$ cat config.mk
export PLATFORM = sky130hd
export DESIGN_NAME = float_convert_unit
export DESIGN_NICKNAME = d
export VERILOG_FILES = /design/src/rtl/float_convert_unit.sv
export SDC_FILE = /design/constraint.sdc
export NUM_CORES = 1
export LEC_CHECK = 0
export ABC_AREA = 1
export CAP_MARGIN = 20
export CELL_PAD_IN_SITES_DETAIL_PLACEMENT = 1
export CELL_PAD_IN_SITES_GLOBAL_PLACEMENT = 1
export CORE_MARGIN = 1
export CORE_UTILIZATION = 25
export CTS_CLUSTER_DIAMETER = 80
export DETAILED_ROUTE_END_ITERATION = 10
export PLACE_DENSITY_LB_ADDON = 0.15
export SETUP_SLACK_MARGIN = 0.05
export SYNTH_ARGS = -nofsm -noshare
export SYNTH_HDL_FRONTEND = slang
export SYNTH_SLANG_ARGS = --single-unit
$ cat constraint.sdc
create_clock -name clk -period 12 [get_ports clk]
set_input_delay 2.4 -clock clk [delete_from_list [all_inputs] [get_ports clk]]
set_output_delay 2.4 -clock clk [all_outputs]
set_load 0.01 [all_outputs]
$ cat src/rtl/float_convert_unit.sv
// float_convert_unit: pipelined integer<->float converter with valid/ready handshakes.
// The conversion is combinational in front of stage 0. Stages 1..STAGES-1 only add
// latency, and every stage register is elastic, so a stalled output backs up the pipe.
// Ports:
//   clk, reset          rising-edge clock, synchronous active-high reset
//   flush               kills every in-flight op and drops the input offered that cycle
//   in_valid/in_ready   input handshake; in_mode 0 = itof, 1 = ftoi
//   in_data, in_tag     operand and sideband tag, which travel together
//   out_valid/out_ready output handshake
//   out_data, out_tag   converted result and its tag
//   out_ovf             ftoi saturated or NaN input; always 0 for itof
module float_convert_unit #(
    parameter int unsigned INT_W  = 16,
    parameter int unsigned EXP_W  = 8,
    parameter int unsigned MAN_W  = 7,
    parameter int unsigned STAGES = 2,
    parameter int unsigned TAG_W  = 4
) (
    input  logic             clk,
    input  logic             reset,
    input  logic             flush,
    input  logic             in_valid,
    output logic             in_ready,
    input  logic             in_mode,
    input  logic [INT_W-1:0] in_data,
    input  logic [TAG_W-1:0] in_tag,
    output logic             out_valid,
    input  logic             out_ready,
    output logic [INT_W-1:0] out_data,
    output logic [TAG_W-1:0] out_tag,
    output logic             out_ovf
);

    localparam int unsigned      FLT_W   = 1 + EXP_W + MAN_W;
    localparam int unsigned      BIAS    = (32'd1 << (EXP_W - 1)) - 32'd1;
    localparam logic [EXP_W-1:0] BIAS_X  = EXP_W'(BIAS);
    localparam logic [INT_W-1:0] INT_MAX = {1'b0, {(INT_W-1){1'b1}}};
    localparam logic [INT_W-1:0] INT_MIN = {1'b1, {(INT_W-1){1'b0}}};

    // ---------------- itof ----------------
    logic             i_sign;
    logic [INT_W-1:0] i_mag;
    int unsigned      i_msb;
    logic [EXP_W-1:0] i_exp;
    logic [MAN_W-1:0] i_man;
    logic [FLT_W-1:0] i_flt;
    logic [INT_W-1:0] i_res;

    always_comb begin
        i_sign = in_data[INT_W-1];
        // The most negative input maps onto its own bit pattern, which is the correct unsigned magnitude.
        i_mag  = i_sign ? (~in_data + INT_W'(1)) : in_data;
        i_msb  = 32'd0;
        for (int unsigned b = 0; b < INT_W; b++) begin
            if (i_mag[b]) i_msb = b;
        end
        i_exp = EXP_W'(BIAS + i_msb);
        // Normalise the leading 1 to the MSB, then keep the MAN_W bits just below it (truncate).
        i_man = MAN_W'((i_mag << (INT_W - 1 - i_msb)) >> (INT_W - 1 - MAN_W));
        i_flt = {i_sign, i_exp, i_man};
        i_res = (in_data == '0) ? '0 : INT_W'(i_flt);
    end

    // ---------------- ftoi ----------------
    logic             f_s;
    logic [EXP_W-1:0] f_x;
    logic [MAN_W-1:0] f_m;
    int unsigned      f_e;
    logic [INT_W-1:0] f_sig;
    logic [INT_W-1:0] f_mag;
    logic [INT_W-1:0] f_res;
    logic             f_ovf;

    always_comb begin
        f_s   = in_data[FLT_W-1];
        f_x   = in_data[FLT_W-2 -: EXP_W];
        f_m   = in_data[MAN_W-1:0];
        f_e   = 32'(f_x) - BIAS;
        f_sig = INT_W'({1'b1, f_m});
        f_mag = (f_e >= MAN_W) ? (f_sig << (f_e - MAN_W)) : (f_sig >> (MAN_W - f_e));
        f_res = '0;
        f_ovf = 1'b0;
        if (f_x == '1) begin
            // NaN returns 0 and flags the overflow; infinity saturates.
            f_ovf = 1'b1;
            if (f_m == '0) f_res = f_s ? INT_MIN : INT_MAX;
        end else if (f_x >= BIAS_X) begin
            // Exponents below the bias (including zero/denormal) have magnitude < 1 and give 0.
            if (f_e >= INT_W - 1) begin
                f_res = f_s ? INT_MIN : INT_MAX;
                // Only exactly -2**(INT_W-1) is representable without saturating.
                f_ovf = !f_s || (f_e != INT_W - 1) || (f_m != '0);
            end else begin
                f_res = f_s ? (~f_mag + INT_W'(1)) : f_mag;
            end
        end
    end

    logic [INT_W-1:0] conv_data;
    logic             conv_ovf;

    assign conv_data = in_mode ? f_res : i_res;
    assign conv_ovf  = in_mode & f_ovf;

    // ---------------- elastic pipeline ----------------
    logic [STAGES-1:0] v_q;
    logic [STAGES-1:0] load;
    logic [INT_W-1:0]  d_q [STAGES];
    logic [TAG_W-1:0]  t_q [STAGES];
    logic              o_q [STAGES];

    // A stage can load when it is empty or when its content moves on in the same cycle.
    always_comb begin
        load = '0;
        load[STAGES-1] = !v_q[STAGES-1] || out_ready;
        for (int unsigned k = 1; k < STAGES; k++) begin
            load[STAGES-1-k] = !v_q[STAGES-1-k] || load[STAGES-k];
        end
    end

    assign in_ready = load[0] && !flush;

    always_ff @(posedge clk) begin
        if (reset) begin
            v_q <= '0;
            for (int unsigned k = 0; k < STAGES; k++) begin
                d_q[k] <= '0;
                t_q[k] <= '0;
                o_q[k] <= 1'b0;
            end
        end else begin
            if (load[0]) begin
                v_q[0] <= in_valid && !flush;
                d_q[0] <= conv_data;
                t_q[0] <= in_tag;
                o_q[0] <= conv_ovf;
            end
            for (int unsigned k = 1; k < STAGES; k++) begin
                if (load[k]) begin
                    v_q[k] <= v_q[k-1];
                    d_q[k] <= d_q[k-1];
                    t_q[k] <= t_q[k-1];
                    o_q[k] <= o_q[k-1];
                end
            end
            // Flush overrides any valid bit loaded above.
            if (flush) v_q <= '0;
        end
    end

    assign out_valid = v_q[STAGES-1];
    assign out_data  = d_q[STAGES-1];
    assign out_tag   = t_q[STAGES-1];
    assign out_ovf   = o_q[STAGES-1];

endmodule
==> impl_metrics.ini, run 1 <==
[clocking]
cts_setup_buffers = 0
cts_buffers = 5
cts_tree = yes
hold_buffers = 0
cts_root_buf = clkbuf_16
cts.reportedPaths.clkPinSlew_ns = 0.06
clkLatencyLatePin_ns = 0.28
cts.path.max_buffers = 2
h-tree-depth = 2
cts_resized = 0
cts.sinks = 44

[die]
rows = 53
die-height_um = 149
core_um2 = 21200
num_io_pins = 49
die_area_um2 = 22300
start_util_pct = 25.6
die_w_um = 149

[synth]
synth_top_family_by_area = simple AND/OR/NAND/NOR gates
syn_inst = 861
yosysTopAreaCell = edfxtp_1
synth_most_common_cell = nand2_1
synth_fp_nets = 896
netlist_area_um2 = 5420
yosysTopAreaCellShare_pct = 23.3
synth_cell_types = 44
synth_common_cells = 237 x nand2_1, 125 x nand3_1, 95 x inv_1, 94 x nor2_1, 42 x edfxtp_1
ys_seq_elements = 44
synthAdderAreaFrac_pct = 2.08
synthXorXnorAreaFrac_pct = 2.56
synthSimpleGateAreaFrac_pct = 49.4
synth-main-ff-cell = edfxtp_1
syn-mean-instance-area_um2 = 6.29
yosysWarnings = 0
seq_area_frac_synth_pct = 24.0
synth_edf_count = 42
ys_top_cells_by_area = edfxtp_1 23%, nand2_1 16%, nand3_1 12%
synth_mux_area_share_pct = 0
async_flop_share_pct = 0
synth-compound-area-share_pct = 7.97

[drt]
vias_per_cell = 4.76
wirelength_mm = 17.2
drt_iter0_markers = 312
dr.pass1.iters = 4
vias = 5444
drc = 0
wl_per_cell_um = 15.1
ant_nets = 0

[worst_setup_path]
crit_top_cell = nand2_1
worst-endpoint-required_ns = 12.03
cp_slowest_stage_delay_ns = 0.87
cp-end-kind = register
cp-start-kind = primary input
crit_type = in2reg
crit_arrival_ns = 7.12
cp_slowest_cell = clkdlybuf4s50_1
cp_max_fo = 20

[placed_design]
numPortBuffers = 48
placed_area_um2 = 5930
dp_hpwl_mm = 14.0
gp_congestion = 0.821

[pwr]
p_per_area_nw_per_um2 = 89.0
ir_drop_v = 0.0000577
p_leak_uw = 0.00291
power_uw = 541

[status]
status = finished clean

[timing]
min_period_ns = 7.08
finClkSkew_ns = 0.00292
slew_headroom_pct = 34.5
fin_crit_sh_pct = 59.0
worst_slew_pin_slew_ns = 0.980
rsz0062_at_grt = no
hold_viol_final = 0
timing.hold.ws_ns = 0.479
slew_viol_final = 0
setup_tns_ns = 0
fmax_ghz = 0.141
setup_viol = 0

[global_routing]
grt_pass1_wl_mm = 28.3
grt-ovfl-total = 0
grt_pass1_vias = 5381
track_usage_pct = 16.0
antenna_found_initial = 0
grt_max_degree = 46

[min_path]
min_path_type = reg2reg

[run]
max_cap_violations = 0

[final_layout]
final_area_um2 = 6070
drive_above_1_share_pct = 10.1
n_antenna_cell = 0
final_nets = 902
areaGrowthSynthToFinish_pct = 12.1
cell usage in the layout, fill, tap and decap left out, types with 7 or more instances in the layout:
| cell | instances |
|---|---|
| nand3_2 | 10 |
| nor2_1 | 94 |
| nand3_1 | 125 |
| o21ai_1 | 7 |
| xor2_1 | 13 |
| nand2_1 | 237 |
| nand2_2 | 15 |
| nand2_4 | 10 |
| inv_2 | 15 |
| nand4_1 | 36 |
| edfxtp_1 | 42 |
| a21oi_1 | 27 |
| inv_1 | 95 |
| o21ai_0 | 16 |
| nor2_4 | 8 |
| ha_1 | 9 |
| clkdlybuf4s50_1 | 48 |
state kept, by name (all words and copies together) (netlist names):
register	cells
o_q	2
t_q	8
d_q	32
v_q	2
report_power, final:
part / switching [uW] / internal [uW] / total [uW]
clock: 53.9 / 76.5 / 130
sequential: 3.10 / 182 / 185
combinational: 152 / 73.4 / 225
total: 209 / 332 / 541
final timing paths:
kind / slack [ns] / endpoint / cells after the start / startpoint
max reg2reg: 9.72 / t_q[0][3] / 6 / v_q[1]
max: 4.92 / d_q[0][12] / 29 / in_data[7]
min reg2reg: 0.48 / v_q[1] / 2 / v_q[0]
min: 0.48 / v_q[1] / 2 / v_q[0]
metal layers:
metal / wire length (um) / vias to the layer above / track usage [%]
li1: - / 2800 / -
met1: 8520 / 2564 / 22.2
met2: 8220 / 72 / 27.6
met3: 333 / 8 / 1.01
met4: 133 / 0 / 2.30
met5: 0 / - / 0
logic make-up after synthesis:
family                   count (synthesis)
AND/OR/NAND/NOR                        557
flip-flops                              44
buffers and inverters                  164
AO/OA/AOI/OAI                           72
XOR/XNOR                                15
adder cells (fa/ha/maj)                  9
final cells by class:
cell class | instances | area (um2)
Clock buffer | 6 | 129
Clock inverter | 2 | 11.3
Fill cell | 2711 | 15100
Inverter | 111 | 417
Multi-Input combinational cell | 653 | 3360
Sequential cell | 44 | 1300
Tap cell | 275 | 344
Timing Repair Buffer | 52 | 510
through the flow:
stage	std cells	setup slack (ns)	utilization [%]
3_3_place_gp	1135	4.68	28.1
2_1_floorplan	861	6.37	-
6_report	1143	4.92	28.7
5_1_grt	1143	4.43	28.7
3_5_place_dp	1135	4.65	28.1
4_1_cts	1143	4.93	28.7
critical path: cells and delay by family:
kind | cells | cell delay, ns
fa+ha+maj | 2 | 0.83
simple gates | 21 | 2.38
buf+inv | 5 | 1.41
compound gates | 1 | 0.09
Power figures use the tool's default switching activity.
==> run 2: changes to the inputs <==
==> constraint.sdc (replaced) <==
create_clock -name clk -period 6.4 [get_ports clk]
set_input_delay 1.28 -clock clk [delete_from_list [all_inputs] [get_ports clk]]
set_output_delay 1.28 -clock clk [all_outputs]
set_load 0.01 [all_outputs]
==> impl_metrics.ini, run 2 (synthesis results as in run 1) <==
[placed_design]
numPortBuffers = 48
dp_hpwl_mm = 14.1
gp_congestion = 0.812
placed_cells = 1141

[global_routing]
track_usage_pct = 16.1
grt_pass1_vias = 5358
antenna_found_initial = 0
grt_pass1_wl_mm = 28.4
grt-busiest-layer = met2
grt_max_degree = 39
use_met1_pct = 22.0
use_met2_pct = 27.8
grt-ovfl-total = 0
grt_use_met3_pct = 1.35

[timing]
worst_slew_pin_slew_ns = 0.994
slew_headroom_pct = 33.5
hold_viol_final = 0
fmax_ghz = 0.187
setup_tns_ns = 0
finClkSkew_ns = 0.00376
min_period_ns = 5.35
fin_crit_sh_pct = 83.7
slew_viol_final = 0
rsz0062_at_grt = no
setup_viol = 0

[die]
die_w_um = 149
start_util_pct = 25.6
rows = 53
num_io_pins = 49
core_um2 = 21200
die-height_um = 149
die_area_um2 = 22300

[clocking]
h-tree-depth = 2
cts_root_buf = clkbuf_16
cts.sinks = 44
cts_buffers = 5
cts_tree = yes
cts.reportedPaths.clkPinSlew_ns = 0.06
cts_resized = 0
hold_buffers = 0
clkLatencyLatePin_ns = 0.29
cts_setup_buffers = 0
cts.path.max_buffers = 2

[final_layout]
n_fill_cell = 2745
final_common_cell = nand2_1
largest_registers = d_q (32), t_q (8)
n_antenna_cell = 0
top_register = d_q
layout_common_cells = 237 x nand2_1, 125 x nand3_1, 95 x inv_1
areaGrowthSynthToFinish_pct = 12.9
final_nets = 908
largest_reg_flops = 32
fin_cells = 1148
drive_above_1_share_pct = 10.9

[worst_setup_path]
path_buf_inv = 4
cp-end-kind = register
critical-path-top-delay-family = simple AND/OR/NAND/NOR gates
cp_slowest_stage_delay_ns = 0.62
cp-start-kind = primary input
worst-endpoint-required_ns = 6.45
crit_arrival_ns = 5.40
cp_max_fo = 8
cp_slowest_cell = clkdlybuf4s50_1
crit_type = in2reg
crit_top_cell = nand2_1

[drt]
vias_per_cell = 4.72
drc = 0
drt_iter0_markers = 281
vias = 5415
dr.pass1.iters = 4
wirelength_mm = 17.3
wl_per_cell_um = 15.0
ant_nets = 0

[pwr]
p_per_area_nw_per_um2 = 167
ir_drop_v = 0.0000858
power_uw = 1020
p_leak_uw = 0.00294

[run]
max_cap_violations = 0

[min_path]
min_path_type = reg2reg

[status]
status = finished clean
[run 2: routing by layer]
metal	up-vias	wire length (um)
met3	12	305
met1	2540	8610
li1	2808	-
met4	0	191
met2	55	8150
met5	-	0
[run 2: worst paths after layout]
path                   start         to  slack [ns]  cells past startpoint
hold reg to reg       v_q[0]     v_q[1]        0.48                      2
hold / removal        v_q[0]     v_q[1]        0.48                      2
setup reg to reg      v_q[1]  t_q[0][2]        4.14                      6
setup / recovery  in_data[8]  d_q[0][8]        1.05                     32
[run 2: layout make-up]
| cell class | count | area, um2 | share of cell area, % |
|---|---|---|---|
| Multi-Input combinational cell | 653 | 3360 | 55.0 |
| Clock inverter | 2 | 12.5 | 0.205 |
| Sequential cell | 44 | 1300 | 21.3 |
| Timing Repair Buffer | 58 | 556 | 9.08 |
| Tap cell | 275 | 344 | 5.62 |
| Inverter | 111 | 417 | 6.81 |
| Clock buffer | 5 | 125 | 2.05 |
[run 2: report_power, final]
part | internal (uW) | switching, uW | leakage [uW] | total, uW
combinational | 142 | 287 | 0.00238 | 429
clock | 142 | 104 | 0.0000657 | 246
sequential | 342 | 5.57 | 0.000495 | 347
[run 2: through the flow]
stage / utilization, % / setup WS [ns] / hold WS, ns / instance area, um2
after floorplan: - / 1.89 / 0.441 / 5420
after global placement: 28.3 / 0.799 / 0.469 / 5980
after detailed placement: 28.3 / 0.711 / 0.476 / 5980
after CTS: 28.9 / 1.01 / 0.492 / 6120
after global routing: 28.9 / 0.488 / 0.520 / 6120
final: 28.9 / 1.05 / 0.483 / 6120
[run 2: worst reg2reg max path: stages, from the launching register on]
cell and delay (ns):
dfxtp_1 0.32, inv_1 0.04, nor2_1 0.18, nand2_1 0.14, nand2_1 0.08, buf_4 0.36, nand2_1 0.66
